**config.mk**
```make
export PLATFORM = sky130hd
export DESIGN_NAME = dma_mem_arbiter_flat
export DESIGN_NICKNAME = d
export VERILOG_FILES = /design/src/rtl/dma_mem_arbiter_if.sv /design/src/rtl/dma_mem_arbiter.sv /design/src/flat_wrapper.sv
export SDC_FILE = /design/constraint.sdc
export NUM_CORES = 1
export LEC_CHECK = 0
export CAP_MARGIN = 20
export CELL_PAD_IN_SITES_DETAIL_PLACEMENT = 0
export CELL_PAD_IN_SITES_GLOBAL_PLACEMENT = 1
export CORE_AREA = 2 2 184 186
export DETAILED_ROUTE_END_ITERATION = 7
export DIE_AREA = 0 0 186 188
export PLACE_DENSITY = 0.72
export SLEW_MARGIN = 20
export SYNTH_ARGS = -nofsm -noshare
export SYNTH_HDL_FRONTEND = slang
export SYNTH_SLANG_ARGS = --single-unit
```
**constraint.sdc**
```tcl
create_clock -name clk -period 8.3 [get_ports clk]
set_input_delay 2.49 -clock clk [delete_from_list [all_inputs] [get_ports clk]]
set_output_delay 2.49 -clock clk [all_outputs]
set_load 0.01 [all_outputs]
```
**src/rtl/dma_mem_arbiter_if.sv**
```systemverilog
// Bus bundle between the per-lane DMA engines, the lane arbiter and the PE memory port.
// The slave modport is the arbiter's view; master is the DMA/memory environment around it.
interface dma_mem_arbiter_if #(
  parameter int NUM_LANES  = 4,
  parameter int ADDR_WIDTH = 24,
  parameter int DATA_WIDTH = 32
);
  logic [NUM_LANES-1:0]            dma__memc__write_valid;
  logic [NUM_LANES*ADDR_WIDTH-1:0] dma__memc__write_address;
  logic [NUM_LANES*DATA_WIDTH-1:0] dma__memc__write_data;
  logic [NUM_LANES-1:0]            dma__memc__read_valid;
  logic [NUM_LANES*ADDR_WIDTH-1:0] dma__memc__read_address;
  logic [NUM_LANES-1:0]            dma__memc__read_pause;
  logic [NUM_LANES-1:0]            memc__dma__write_ready;
  logic [NUM_LANES-1:0]            memc__dma__read_ready;
  logic [DATA_WIDTH-1:0]           memc__dma__read_data;
  logic [NUM_LANES-1:0]            memc__dma__read_data_valid;
  logic                            arb__mem__req;
  logic                            arb__mem__we;
  logic [ADDR_WIDTH-1:0]           arb__mem__addr;
  logic [DATA_WIDTH-1:0]           arb__mem__wdata;
  logic                            mem__arb__ready;
  logic [DATA_WIDTH-1:0]           mem__arb__rdata;
  logic                            mem__arb__rdata_valid;
  logic                            arb__err;

  modport slave (
    input  dma__memc__write_valid, dma__memc__write_address, dma__memc__write_data,
    input  dma__memc__read_valid, dma__memc__read_address, dma__memc__read_pause,
    output memc__dma__write_ready, memc__dma__read_ready,
    output memc__dma__read_data, memc__dma__read_data_valid,
    output arb__mem__req, arb__mem__we, arb__mem__addr, arb__mem__wdata,
    input  mem__arb__ready, mem__arb__rdata, mem__arb__rdata_valid,
    output arb__err
  );

  modport master (
    output dma__memc__write_valid, dma__memc__write_address, dma__memc__write_data,
    output dma__memc__read_valid, dma__memc__read_address, dma__memc__read_pause,
    input  memc__dma__write_ready, memc__dma__read_ready,
    input  memc__dma__read_data, memc__dma__read_data_valid,
    input  arb__mem__req, arb__mem__we, arb__mem__addr, arb__mem__wdata,
    output mem__arb__ready, mem__arb__rdata, mem__arb__rdata_valid,
    input  arb__err
  );
endinterface

```
**src/rtl/dma_mem_arbiter.sv**
```systemverilog
// Round-robin arbiter sharing one PE memory port among DMA lanes; in-order read tag FIFO
// steers returned read data back to the lane that issued the read.
module dma_mem_arbiter #(
  parameter int NUM_LANES    = 4,
  parameter int ADDR_WIDTH   = 24,
  parameter int DATA_WIDTH   = 32,
  parameter int RD_TAG_DEPTH = 8
) (
  input logic             clk,
  input logic             reset_poweron,
  dma_mem_arbiter_if.slave bus
);
  localparam int LW = (NUM_LANES > 1) ? $clog2(NUM_LANES) : 1;
  localparam int PW = $clog2(RD_TAG_DEPTH);
  localparam int CW = PW + 1;

  logic [LW-1:0]        rr_q, rr_d;
  logic [NUM_LANES-1:0] pref_q, pref_d;     // 1 = read goes next when both ops pend
  logic [LW-1:0]        tag_mem_q [RD_TAG_DEPTH];
  logic [PW-1:0]        wr_ptr_q, wr_ptr_d, rd_ptr_q, rd_ptr_d;
  logic [CW-1:0]        cnt_q, cnt_d;
  logic                 hold_q, hold_d;
  logic [LW-1:0]        hold_lane_q, hold_lane_d;
  logic                 hold_we_q, hold_we_d;
  logic                 err_q, err_d;

  logic [NUM_LANES-1:0] wr_elig, rd_elig, elig;
  logic                 tags_full;
  logic                 scan_found, hold_live, req_raw, gnt_we, both, xfer, push, pop;
  logic [LW-1:0]        scan_lane, gnt_lane, head_lane;
  logic [NUM_LANES-1:0] gnt_onehot, head_onehot;

  assign tags_full = (cnt_q == CW'(RD_TAG_DEPTH));

  generate
    for (genvar gi = 0; gi < NUM_LANES; gi++) begin : g_elig
      assign wr_elig[gi] = bus.dma__memc__write_valid[gi];
      assign rd_elig[gi] = bus.dma__memc__read_valid[gi] & ~bus.dma__memc__read_pause[gi] & ~tags_full;
      assign elig[gi]    = wr_elig[gi] | rd_elig[gi];
    end
  endgenerate

  always_comb begin
    scan_found = 1'b0;
    scan_lane  = '0;
    for (int k = 0; k < NUM_LANES; k++) begin
      if (!scan_found && elig[(int'(rr_q) + k) % NUM_LANES]) begin
        scan_found = 1'b1;
        scan_lane  = LW'((int'(rr_q) + k) % NUM_LANES);
      end
    end
  end

  // A request stalled by the memory stays granted until it transfers, even if
  // a return frees a tag slot and makes an earlier lane eligible meanwhile.
  assign hold_live  = hold_q & (hold_we_q ? wr_elig[hold_lane_q] : rd_elig[hold_lane_q]);
  assign gnt_lane   = hold_live ? hold_lane_q : scan_lane;
  assign both       = wr_elig[gnt_lane] & rd_elig[gnt_lane];
  assign gnt_we     = hold_live ? hold_we_q : (both ? ~pref_q[gnt_lane] : wr_elig[gnt_lane]);
  assign req_raw    = hold_live | scan_found;
  assign xfer       = req_raw & bus.mem__arb__ready;
  assign push       = xfer & ~gnt_we;
  assign pop        = bus.mem__arb__rdata_valid & (cnt_q != '0);
  assign head_lane  = tag_mem_q[rd_ptr_q];
  assign gnt_onehot = NUM_LANES'(1) << gnt_lane;
  assign head_onehot = NUM_LANES'(1) << head_lane;

  // Outputs are forced low while reset is asserted; state logic uses the raw grant.
  assign bus.arb__mem__req   = req_raw & reset_poweron;
  assign bus.arb__mem__we    = req_raw & reset_poweron & gnt_we;
  assign bus.arb__mem__addr  = (req_raw & reset_poweron) ?
      (gnt_we ? bus.dma__memc__write_address[int'(gnt_lane)*ADDR_WIDTH +: ADDR_WIDTH]
              : bus.dma__memc__read_address[int'(gnt_lane)*ADDR_WIDTH +: ADDR_WIDTH]) : '0;
  assign bus.arb__mem__wdata = (req_raw & reset_poweron & gnt_we) ?
      bus.dma__memc__write_data[int'(gnt_lane)*DATA_WIDTH +: DATA_WIDTH] : '0;
  assign bus.memc__dma__write_ready    = (xfer & reset_poweron & gnt_we)  ? gnt_onehot : '0;
  assign bus.memc__dma__read_ready     = (xfer & reset_poweron & ~gnt_we) ? gnt_onehot : '0;
  assign bus.memc__dma__read_data_valid = pop ? head_onehot : '0;
  assign bus.memc__dma__read_data      = pop ? bus.mem__arb__rdata : '0;
  assign bus.arb__err                  = err_q;

  always_comb begin
    rr_d        = rr_q;
    pref_d      = pref_q;
    hold_d      = req_raw & ~bus.mem__arb__ready;
    hold_lane_d = gnt_lane;
    hold_we_d   = gnt_we;
    wr_ptr_d    = wr_ptr_q + PW'(push);
    rd_ptr_d    = rd_ptr_q + PW'(pop);
    cnt_d       = cnt_q + CW'(push) - CW'(pop);
    err_d       = err_q | (bus.mem__arb__rdata_valid & (cnt_q == '0));
    if (xfer) begin
      rr_d = (int'(gnt_lane) == NUM_LANES - 1) ? '0 : gnt_lane + LW'(1);
      if (both) begin
        pref_d[gnt_lane] = ~pref_q[gnt_lane];
      end
    end
  end

  always_ff @(posedge clk or negedge reset_poweron) begin
    if (!reset_poweron) begin
      rr_q        <= '0;
      pref_q      <= '0;
      wr_ptr_q    <= '0;
      rd_ptr_q    <= '0;
      cnt_q       <= '0;
      hold_q      <= 1'b0;
      hold_lane_q <= '0;
      hold_we_q   <= 1'b0;
      err_q       <= 1'b0;
    end else begin
      rr_q        <= rr_d;
      pref_q      <= pref_d;
      wr_ptr_q    <= wr_ptr_d;
      rd_ptr_q    <= rd_ptr_d;
      cnt_q       <= cnt_d;
      hold_q      <= hold_d;
      hold_lane_q <= hold_lane_d;
      hold_we_q   <= hold_we_d;
      err_q       <= err_d;
    end
  end

  // Tag storage needs no reset: entries are only read while the count says they are valid.
  always_ff @(posedge clk) begin
    if (push) begin
      tag_mem_q[wr_ptr_q] <= gnt_lane;
    end
  end
endmodule

```
**src/flat_wrapper.sv**
```systemverilog
// flat-port wrapper written by rule: the top's interface ports become plain ports
module dma_mem_arbiter_flat 
#(
  parameter int NUM_LANES    = 4,
  parameter int ADDR_WIDTH   = 24,
  parameter int DATA_WIDTH   = 32,
  parameter int RD_TAG_DEPTH = 8
)
  (clk, reset_poweron, bus_dma__memc__write_valid, bus_dma__memc__write_address, bus_dma__memc__write_data, bus_dma__memc__read_valid, bus_dma__memc__read_address, bus_dma__memc__read_pause, bus_memc__dma__write_ready, bus_memc__dma__read_ready, bus_memc__dma__read_data, bus_memc__dma__read_data_valid, bus_arb__mem__req, bus_arb__mem__we, bus_arb__mem__addr, bus_arb__mem__wdata, bus_mem__arb__ready, bus_mem__arb__rdata, bus_mem__arb__rdata_valid, bus_arb__err);
  dma_mem_arbiter_if #(.NUM_LANES(NUM_LANES), .ADDR_WIDTH(ADDR_WIDTH), .DATA_WIDTH(DATA_WIDTH)) bus_i ();
  input logic clk;
  input logic reset_poweron;
  input wire logic [$bits(bus_i.dma__memc__write_valid)-1:0] bus_dma__memc__write_valid;
  input wire logic [$bits(bus_i.dma__memc__write_address)-1:0] bus_dma__memc__write_address;
  input wire logic [$bits(bus_i.dma__memc__write_data)-1:0] bus_dma__memc__write_data;
  input wire logic [$bits(bus_i.dma__memc__read_valid)-1:0] bus_dma__memc__read_valid;
  input wire logic [$bits(bus_i.dma__memc__read_address)-1:0] bus_dma__memc__read_address;
  input wire logic [$bits(bus_i.dma__memc__read_pause)-1:0] bus_dma__memc__read_pause;
  output wire logic [$bits(bus_i.memc__dma__write_ready)-1:0] bus_memc__dma__write_ready;
  output wire logic [$bits(bus_i.memc__dma__read_ready)-1:0] bus_memc__dma__read_ready;
  output wire logic [$bits(bus_i.memc__dma__read_data)-1:0] bus_memc__dma__read_data;
  output wire logic [$bits(bus_i.memc__dma__read_data_valid)-1:0] bus_memc__dma__read_data_valid;
  output wire logic [$bits(bus_i.arb__mem__req)-1:0] bus_arb__mem__req;
  output wire logic [$bits(bus_i.arb__mem__we)-1:0] bus_arb__mem__we;
  output wire logic [$bits(bus_i.arb__mem__addr)-1:0] bus_arb__mem__addr;
  output wire logic [$bits(bus_i.arb__mem__wdata)-1:0] bus_arb__mem__wdata;
  input wire logic [$bits(bus_i.mem__arb__ready)-1:0] bus_mem__arb__ready;
  input wire logic [$bits(bus_i.mem__arb__rdata)-1:0] bus_mem__arb__rdata;
  input wire logic [$bits(bus_i.mem__arb__rdata_valid)-1:0] bus_mem__arb__rdata_valid;
  output wire logic [$bits(bus_i.arb__err)-1:0] bus_arb__err;
  assign bus_i.dma__memc__write_valid = bus_dma__memc__write_valid;
  assign bus_i.dma__memc__write_address = bus_dma__memc__write_address;
  assign bus_i.dma__memc__write_data = bus_dma__memc__write_data;
  assign bus_i.dma__memc__read_valid = bus_dma__memc__read_valid;
  assign bus_i.dma__memc__read_address = bus_dma__memc__read_address;
  assign bus_i.dma__memc__read_pause = bus_dma__memc__read_pause;
  assign bus_memc__dma__write_ready = bus_i.memc__dma__write_ready;
  assign bus_memc__dma__read_ready = bus_i.memc__dma__read_ready;
  assign bus_memc__dma__read_data = bus_i.memc__dma__read_data;
  assign bus_memc__dma__read_data_valid = bus_i.memc__dma__read_data_valid;
  assign bus_arb__mem__req = bus_i.arb__mem__req;
  assign bus_arb__mem__we = bus_i.arb__mem__we;
  assign bus_arb__mem__addr = bus_i.arb__mem__addr;
  assign bus_arb__mem__wdata = bus_i.arb__mem__wdata;
  assign bus_i.mem__arb__ready = bus_mem__arb__ready;
  assign bus_i.mem__arb__rdata = bus_mem__arb__rdata;
  assign bus_i.mem__arb__rdata_valid = bus_mem__arb__rdata_valid;
  assign bus_arb__err = bus_i.arb__err;
  dma_mem_arbiter #(.NUM_LANES(NUM_LANES), .ADDR_WIDTH(ADDR_WIDTH), .DATA_WIDTH(DATA_WIDTH), .RD_TAG_DEPTH(RD_TAG_DEPTH)) u_core (.clk(clk), .reset_poweron(reset_poweron), .bus(bus_i));
endmodule
```
==> impl_metrics.py, run 1 <==
metrics = {
    "run_status": {
        "status": "finished, final reports clean",
    },
    "routing": {
        "drtIter0Drc": 459,
        "dr.pass1.iters": 6,
        "wl_per_cell_um": 22.2,
        "wl_mm": 38.6,
        "route.detailed.drc": 0,
        "vias": 8495,
        "ant_nets": 0,
        "viasPerCell": 4.88,
    },
    "setup_path": {
        "path_class": "in2out",
        "cp-end-kind": "output port",
        "cp_max_fo": 20,
        "reg2reg_slack_ns": 3.84,
        "reg2reg_to": "u_core.cnt_q[2]",
        "rr_worst_depth": 17,
        "cp.arrival_ns": 5.77,
        "critPathRequiredTime_ns": 5.81,
        "critPathLaunchType": "primary input",
        "r2r-start": "u_core.cnt_q[2]",
    },
    "layout": {
        "final.fill_count": 3297,
        "final_common_cell": "clkdlybuf4s50_1",
        "drive_gt1_share_pct": 26.5,
        "mostFrequentLayoutCells": "397 x clkdlybuf4s50_1, 167 x nand2_1, 105 x buf_4, 83 x and2_1",
        "area_delta_synth_final_pct": 123,
        "seqCellArea_sq_um": 1010,
        "nets": 1675,
        "multi_input_area_sq_um": 5360,
        "stdcell_area_sq_um": 13200,
        "fin_cells": 1741,
        "antenna-diode-count": 0,
    },
    "timing": {
        "tightest_slew_ns": 0.569,
        "fin_setup_tns_ns": 0,
        "finalSetupViolations": 0,
        "drv_slew": 0,
        "fin_crit_ns": 8.26,
        "period_share_pct": 99.5,
        "layout_setup_ws_ns": 0.0441,
        "fin_skew_ns": 0.00689,
        "hold_viol_final": 0,
        "relSlewSlack_pct": 61.5,
        "max_freq_mhz": 121,
    },
    "cts": {
        "cts_tree": "yes",
        "path_clk_slew_ns": 0.06,
        "clockRootBuffer": "clkbuf_16",
        "clockBufferDepth": 2,
        "insertion_delay_ns": 0.28,
        "cts_hold_buffers": 0,
        "numCtsBuffers": 5,
        "htree_levels": 2,
        "clock_sinks": 37,
    },
    "global_routing": {
        "grt_overflow_total": 0,
        "grt_util_all_layers_pct": 21.2,
        "grt_max_degree": 57,
        "grt_first_pass_wirelength_mm": 55.7,
        "grt_pass1_vias": 9027,
        "antenna_found_initial": 1,
    },
    "logic_synthesis": {
        "syn-cell-area_sq_um": 5930,
        "yosysSeqAreaShare_pct": 17.0,
        "yosys_register_bits": 37,
        "ys_warn_count": 0,
        "synth_area_per_cell_sq_um": 7.86,
        "syn_nets": 1137,
        "synth_edf_count": 16,
        "async_reset_ff_share_pct": 56.8,
        "synthCells": 754,
        "synthFlopType": "dfrtp_1",
        "synth_cell_type_count": 64,
    },
    "min_path": {
        "min_path_type": "reg2reg",
        "worstHoldEndpoint": "u_core.bus.arb__err",
        "min_from": "u_core.bus.arb__err",
        "whs_path_depth": 1,
    },
    "power": {
        "p_int_mw": 2.68,
        "power_mw": 5.23,
        "switching_power_mw": 2.55,
        "vdd_drop_max_v": 0.000191,
        "seqPwrFrac_pct": 6.9,
        "power.density_nw_per_um2": 397,
        "p_sw_share_pct": 48.8,
        "pwr-share-comb_pct": 89.7,
        "total_leakage_power_nw": 5.28,
        "power_frac_clock_pct": 3.5,
    },
    "job": {
        "max_cap_viol_count": 0,
    },
    "placement": {
        "place.detailed.hpwl_mm": 30.0,
        "finalWeightedCongestion": 0.981,
        "place_ws_ns": -0.835,
        "numPlacedInstances": 1704,
        "dpl_cell_area_sq_um": 11900,
        "numPortBuffers": 470,
    },
    "die": {
        "die_y_um": 188,
        "die_area_sq_um": 35000,
        "coreArea_sq_um": 33100,
        "die_w_um": 186,
        "core.rowCount": 67,
        "start_util_pct": 17.9,
        "pin_count": 471,
    },
}
-- registers in the layout, indices dropped and copies added, names as in the netlist --
register / count
u_core.bus.arb__err: 1
u_core.cnt_q: 4
u_core.wr_ptr_q: 3
u_core.rr_q: 2
u_core.hold_lane_q: 2
u_core.rd_ptr_q: 3
u_core.hold_q: 1
u_core.tag_mem_q: 16
u_core.hold_we_q: 1
u_core.pref_q: 4
-- layout make-up --
| cell class | count | area share, % |
|---|---|---|
| Multi-Input combinational cell | 624 | 40.6 |
| Clock buffer | 5 | 0.949 |
| Sequential cell | 37 | 7.63 |
| Timing Repair Buffer | 613 | 46.1 |
| Clock inverter | 3 | 0.123 |
| Inverter | 11 | 0.351 |
| Tap cell | 448 | 4.25 |
-- worst max-delay path, stage by stage --
cell and delay [ns]:
clkdlybuf4s50_1 0.43, nor3b_2 0.18, o2111ai_4 0.29, buf_4 0.17, buf_4 0.10, a22oi_1 0.07, a31oi_1 0.37, nand3_4 0.16
o211a_4 0.29, buf_4 0.16, buf_16 0.17, a32oi_1 0.35, a211oi_1 0.09, o22ai_1 0.18, clkdlybuf4s15_2 0.25
-- cell families after synthesis --
kind of cell / share of synthesized area, %
buf+inv: 6.71
mux: 16.1
flops: 17.0
simple gates: 34.6
compound gates: 21.7
fa+ha+maj: 3.29
xor+xnor: 0.591
-- metrics by stage --
stage               hold WS (ns)  utilization (%)
floorplan                  0.473                -
CTS                        0.549             38.9
detailed placement         0.536             36.0
global route               0.566             39.8
global placement           0.521             36.0
finish                     0.544             39.8
-- power groups by stage --
stage | Sequential [mW] | Clock [mW] | Combinational (mW)
global placement | 0.357 | 0 | 3.89
finish | 0.359 | 0.181 | 4.69
detailed placement | 0.358 | 0 | 3.90
global route | 0.370 | 0.195 | 5.00
CTS | 0.358 | 0.186 | 4.56
floorplan | 0.325 | 0 | 2.02
-- routing by layer --
layer  GRT usage (%)  part of all wire, %  vias up
li1                -                    -     3962
met2            39.8                   52      428
met1            24.3                   38     4053
met5               0                0.041        -
met3            4.41                  7.5       50
met4            4.36                  2.4        2
-- worst max path at each step --
stage,startpoint,endpoint,slack (ns)
after floorplan,bus_dma__memc__write_valid[0],bus_arb__mem__wdata[22],0.62
after global placement,bus_dma__memc__write_valid[0],bus_arb__mem__addr[1],-0.83
after detailed placement,bus_dma__memc__write_valid[0],bus_arb__mem__addr[1],-0.84
after CTS,bus_dma__memc__read_valid[0],bus_arb__mem__addr[7],-0.0006
after global routing,bus_dma__memc__read_valid[0],bus_arb__mem__addr[6],-0.02
final,bus_dma__memc__read_valid[0],bus_arb__mem__addr[6],0.04
-- synth_stat cells, types with 3 or more instances --
cell type | instances | area (sq um)
nand2_1 | 168 | 631
and2_1 | 84 | 526
a211oi_1 | 50 | 375
clkbuf_1 | 50 | 188
nor4_1 | 50 | 313
a32oi_1 | 48 | 420
and3_1 | 42 | 263
mux4_2 | 38 | 856
buf_2 | 24 | 120
o22ai_1 | 24 | 150
dfrtp_1 | 21 | 526
edfxtp_1 | 16 | 480
ha_1 | 14 | 175
a21oi_1 | 11 | 55.1
inv_1 | 10 | 37.5
nor2_1 | 10 | 37.5
nand3_1 | 6 | 30.0
nor2b_1 | 5 | 31.3
buf_1 | 4 | 15.0
mux2_1 | 4 | 45.0
mux2_2 | 4 | 45.0
nor3_1 | 4 | 20.0
o21ai_0 | 4 | 20.0
xor2_1 | 4 | 35.0
and3b_1 | 3 | 26.3
buf_4 | 3 | 22.5
o2111ai_1 | 3 | 26.3
o211ai_1 | 3 | 22.5
-- repair_timing --
action,4_1_cts,5_1_grt
setup buffers,18,3
gates cloned,6,2
pin swaps,26,16
gates resized for setup,236,64
setup endpoints to repair,65,64
hold endpoints to repair,0,0
No activity file was read; power rests on OpenSTA's default activity.
==> run 2, diff against run 1 <==
==> constraint.sdc (replaced) <==
create_clock -name clk -period 7.7 [get_ports clk]
set_input_delay 2.31 -clock clk [delete_from_list [all_inputs] [get_ports clk]]
set_output_delay 2.31 -clock clk [all_outputs]
set_load 0.01 [all_outputs]
==> impl_metrics.py, run 2 (synthesis results as in run 1) <==
metrics = {
    "run_status": {
        "status": "finished, final reports clean",
    },
    "timing": {
        "drv_slew": 0,
        "fin_setup_tns_ns": 0,
        "whs_ns": 0.522,
        "max_freq_mhz": 130,
        "hold_viol_final": 0,
        "tightest_slew_ns": 0.524,
        "finalSetupViolations": 0,
        "fin_crit_ns": 7.69,
        "period_share_pct": 99.9,
        "fin_skew_ns": 0.00382,
        "rsz0062_at_grt": "true",
        "relSlewSlack_pct": 64.6,
    },
    "placement": {
        "numPlacedInstances": 1694,
        "place.detailed.hpwl_mm": 29.4,
        "numPortBuffers": 470,
        "finalWeightedCongestion": 0.961,
    },
    "layout": {
        "top_regs": "u_core.tag_mem_q x16, u_core.cnt_q x4, u_core.pref_q x4",
        "mostFrequentLayoutCells": "394 x clkdlybuf4s50_1, 167 x nand2_1, 90 x buf_4, 83 x and2_1, 42 x and3_1",
        "seqCellArea_sq_um": 1010,
        "drive_gt1_share_pct": 29.3,
        "nets": 1681,
        "final.fill_count": 3225,
        "antenna-diode-count": 0,
        "fin_cells": 1747,
        "top_register": "u_core.tag_mem_q",
        "multi_input_area_sq_um": 5670,
        "fin_util_pct": 41.9,
        "largest_register_ffs": 16,
        "area_delta_synth_final_pct": 134,
        "final_common_cell": "clkdlybuf4s50_1",
    },
    "cts": {
        "path_clk_slew_ns": 0.05,
        "insertion_delay_ns": 0.28,
        "clock_sinks": 37,
        "clockRootBuffer": "clkbuf_16",
        "clockBufferDepth": 2,
        "htree_levels": 2,
        "cts_tree": "yes",
        "cts_hold_buffers": 0,
        "numCtsBuffers": 5,
    },
    "setup_path": {
        "path_buf_inv": 5,
        "crit_top_cell": "buf_12",
        "cp.arrival_ns": 5.38,
        "max_stage_delay_ns": 0.53,
        "critical-path-top-delay-family": "buffers and inverters",
        "crit_chain": "buf_6 -> or4b_4 -> o211a_1 -> o21a_1 -> o41ai_4 -> buf_4 -> nor2_1 -> o21a_2 -> nor3_4 -> buf_12 -> buf_12 -> and3_1 -> clkdlybuf4s50_1",
        "reg2reg_slack_ns": 3.35,
        "slowest_stage": "clkdlybuf4s50_1",
        "cp-end-kind": "output port",
        "cp_max_fo": 11,
        "critPathLaunchType": "primary input",
        "critPathRequiredTime_ns": 5.39,
        "path_class": "in2out",
    },
    "routing": {
        "drtIter0Drc": 529,
        "route.detailed.drc": 0,
        "dr.pass1.iters": 5,
        "ant_nets": 0,
        "vias": 8665,
        "wl_mm": 40.0,
        "viasPerCell": 4.96,
        "wl_per_cell_um": 22.9,
    },
    "die": {
        "die_y_um": 188,
        "start_util_pct": 17.9,
        "pin_count": 471,
        "core.rowCount": 67,
        "die_area_sq_um": 35000,
        "die_w_um": 186,
        "coreArea_sq_um": 33100,
    },
    "power": {
        "power.density_nw_per_um2": 463,
        "vdd_drop_max_v": 0.000245,
        "total_leakage_power_nw": 5.51,
        "power_mw": 6.43,
    },
    "global_routing": {
        "grt_first_pass_wirelength_mm": 57.0,
        "antenna_found_initial": 1,
        "grt_util_all_layers_pct": 21.7,
        "grt_pass1_vias": 9256,
        "grt_overflow_total": 0,
        "grt_max_degree": 56,
    },
    "job": {
        "max_cap_viol_count": 0,
    },
    "min_path": {
        "min_path_type": "reg2reg",
    },
}
-- run 2: cell types whose count changed in the layout (fill, tap and decap cells not counted), moves of 6 or more --
cell	before	now
buf_6	8	15
a32oi_1	32	23
a211oi_1	18	12
buf_16	3	10
o22ai_1	20	12
buf_4	105	90
o22ai_2	4	11
a211oi_4	1	9
-- run 2: power breakdown --
group          switching [mW]  internal [mW]  total [mW]
combinational            2.86           2.99        5.84
sequential             0.0881          0.298       0.386
clock                  0.0708          0.129       0.200
total                    3.02           3.41        6.43
-- run 2: path summary, 6_finish.rpt --
| kind | from | depth (start not counted) | end |
|---|---|---|---|
| worst max-delay path | bus_dma__memc__write_valid[0] | 13 | bus_arb__mem__wdata[25] |
| worst min-delay path | u_core.bus.arb__err | 1 | u_core.bus.arb__err |
| worst max register to register | u_core.cnt_q[2] | 18 | u_core.cnt_q[2] |
| worst min register to register | u_core.bus.arb__err | 1 | u_core.bus.arb__err |
| max in group asynchronous | reset_poweron | 2 | u_core.wr_ptr_q[1] |
| min in group asynchronous | reset_poweron | 2 | u_core.rr_q[1] |
-- run 2: cell type report --
| cell class | instances | area share [%] |
|---|---|---|
| tap | 448 | 4.04 |
| multi-input combinational | 624 | 40.8 |
| timing repair buffer | 619 | 46.5 |
| inverter | 11 | 0.333 |
| clock buffer | 8 | 1.05 |
| sequential | 37 | 7.24 |
-- run 2: stage by stage --
stage | worst slack (ns) | area (sq um)
CTS | -0.0232 | 13500
detailed placement | -0.951 | 11900
global placement | -0.965 | 11900
floorplan | 0.378 | 5930
finish | 0.0101 | 13900
global route | -0.106 | 13900
-- run 2: metal layers --
metal  part of all wire [%]  vias to the layer above  wire (um)  track usage (%)
met2                     51                      433      20600             40.3
met3                    7.2                       63       2890             4.14
met1                     38                     4192      15300             25.1
li1                       -                     3975          -                -
met5                  0.032                        -         13                0
met4                    3.2                        2       1290             5.63
-- run 2: repair_timing --
action                     in CTS  in global routing
gates cloned                   15                  4
setup buffers                  28                  2
resized for setup             304                 79
pin swaps                      49                 21
setup endpoints to repair      65                 62
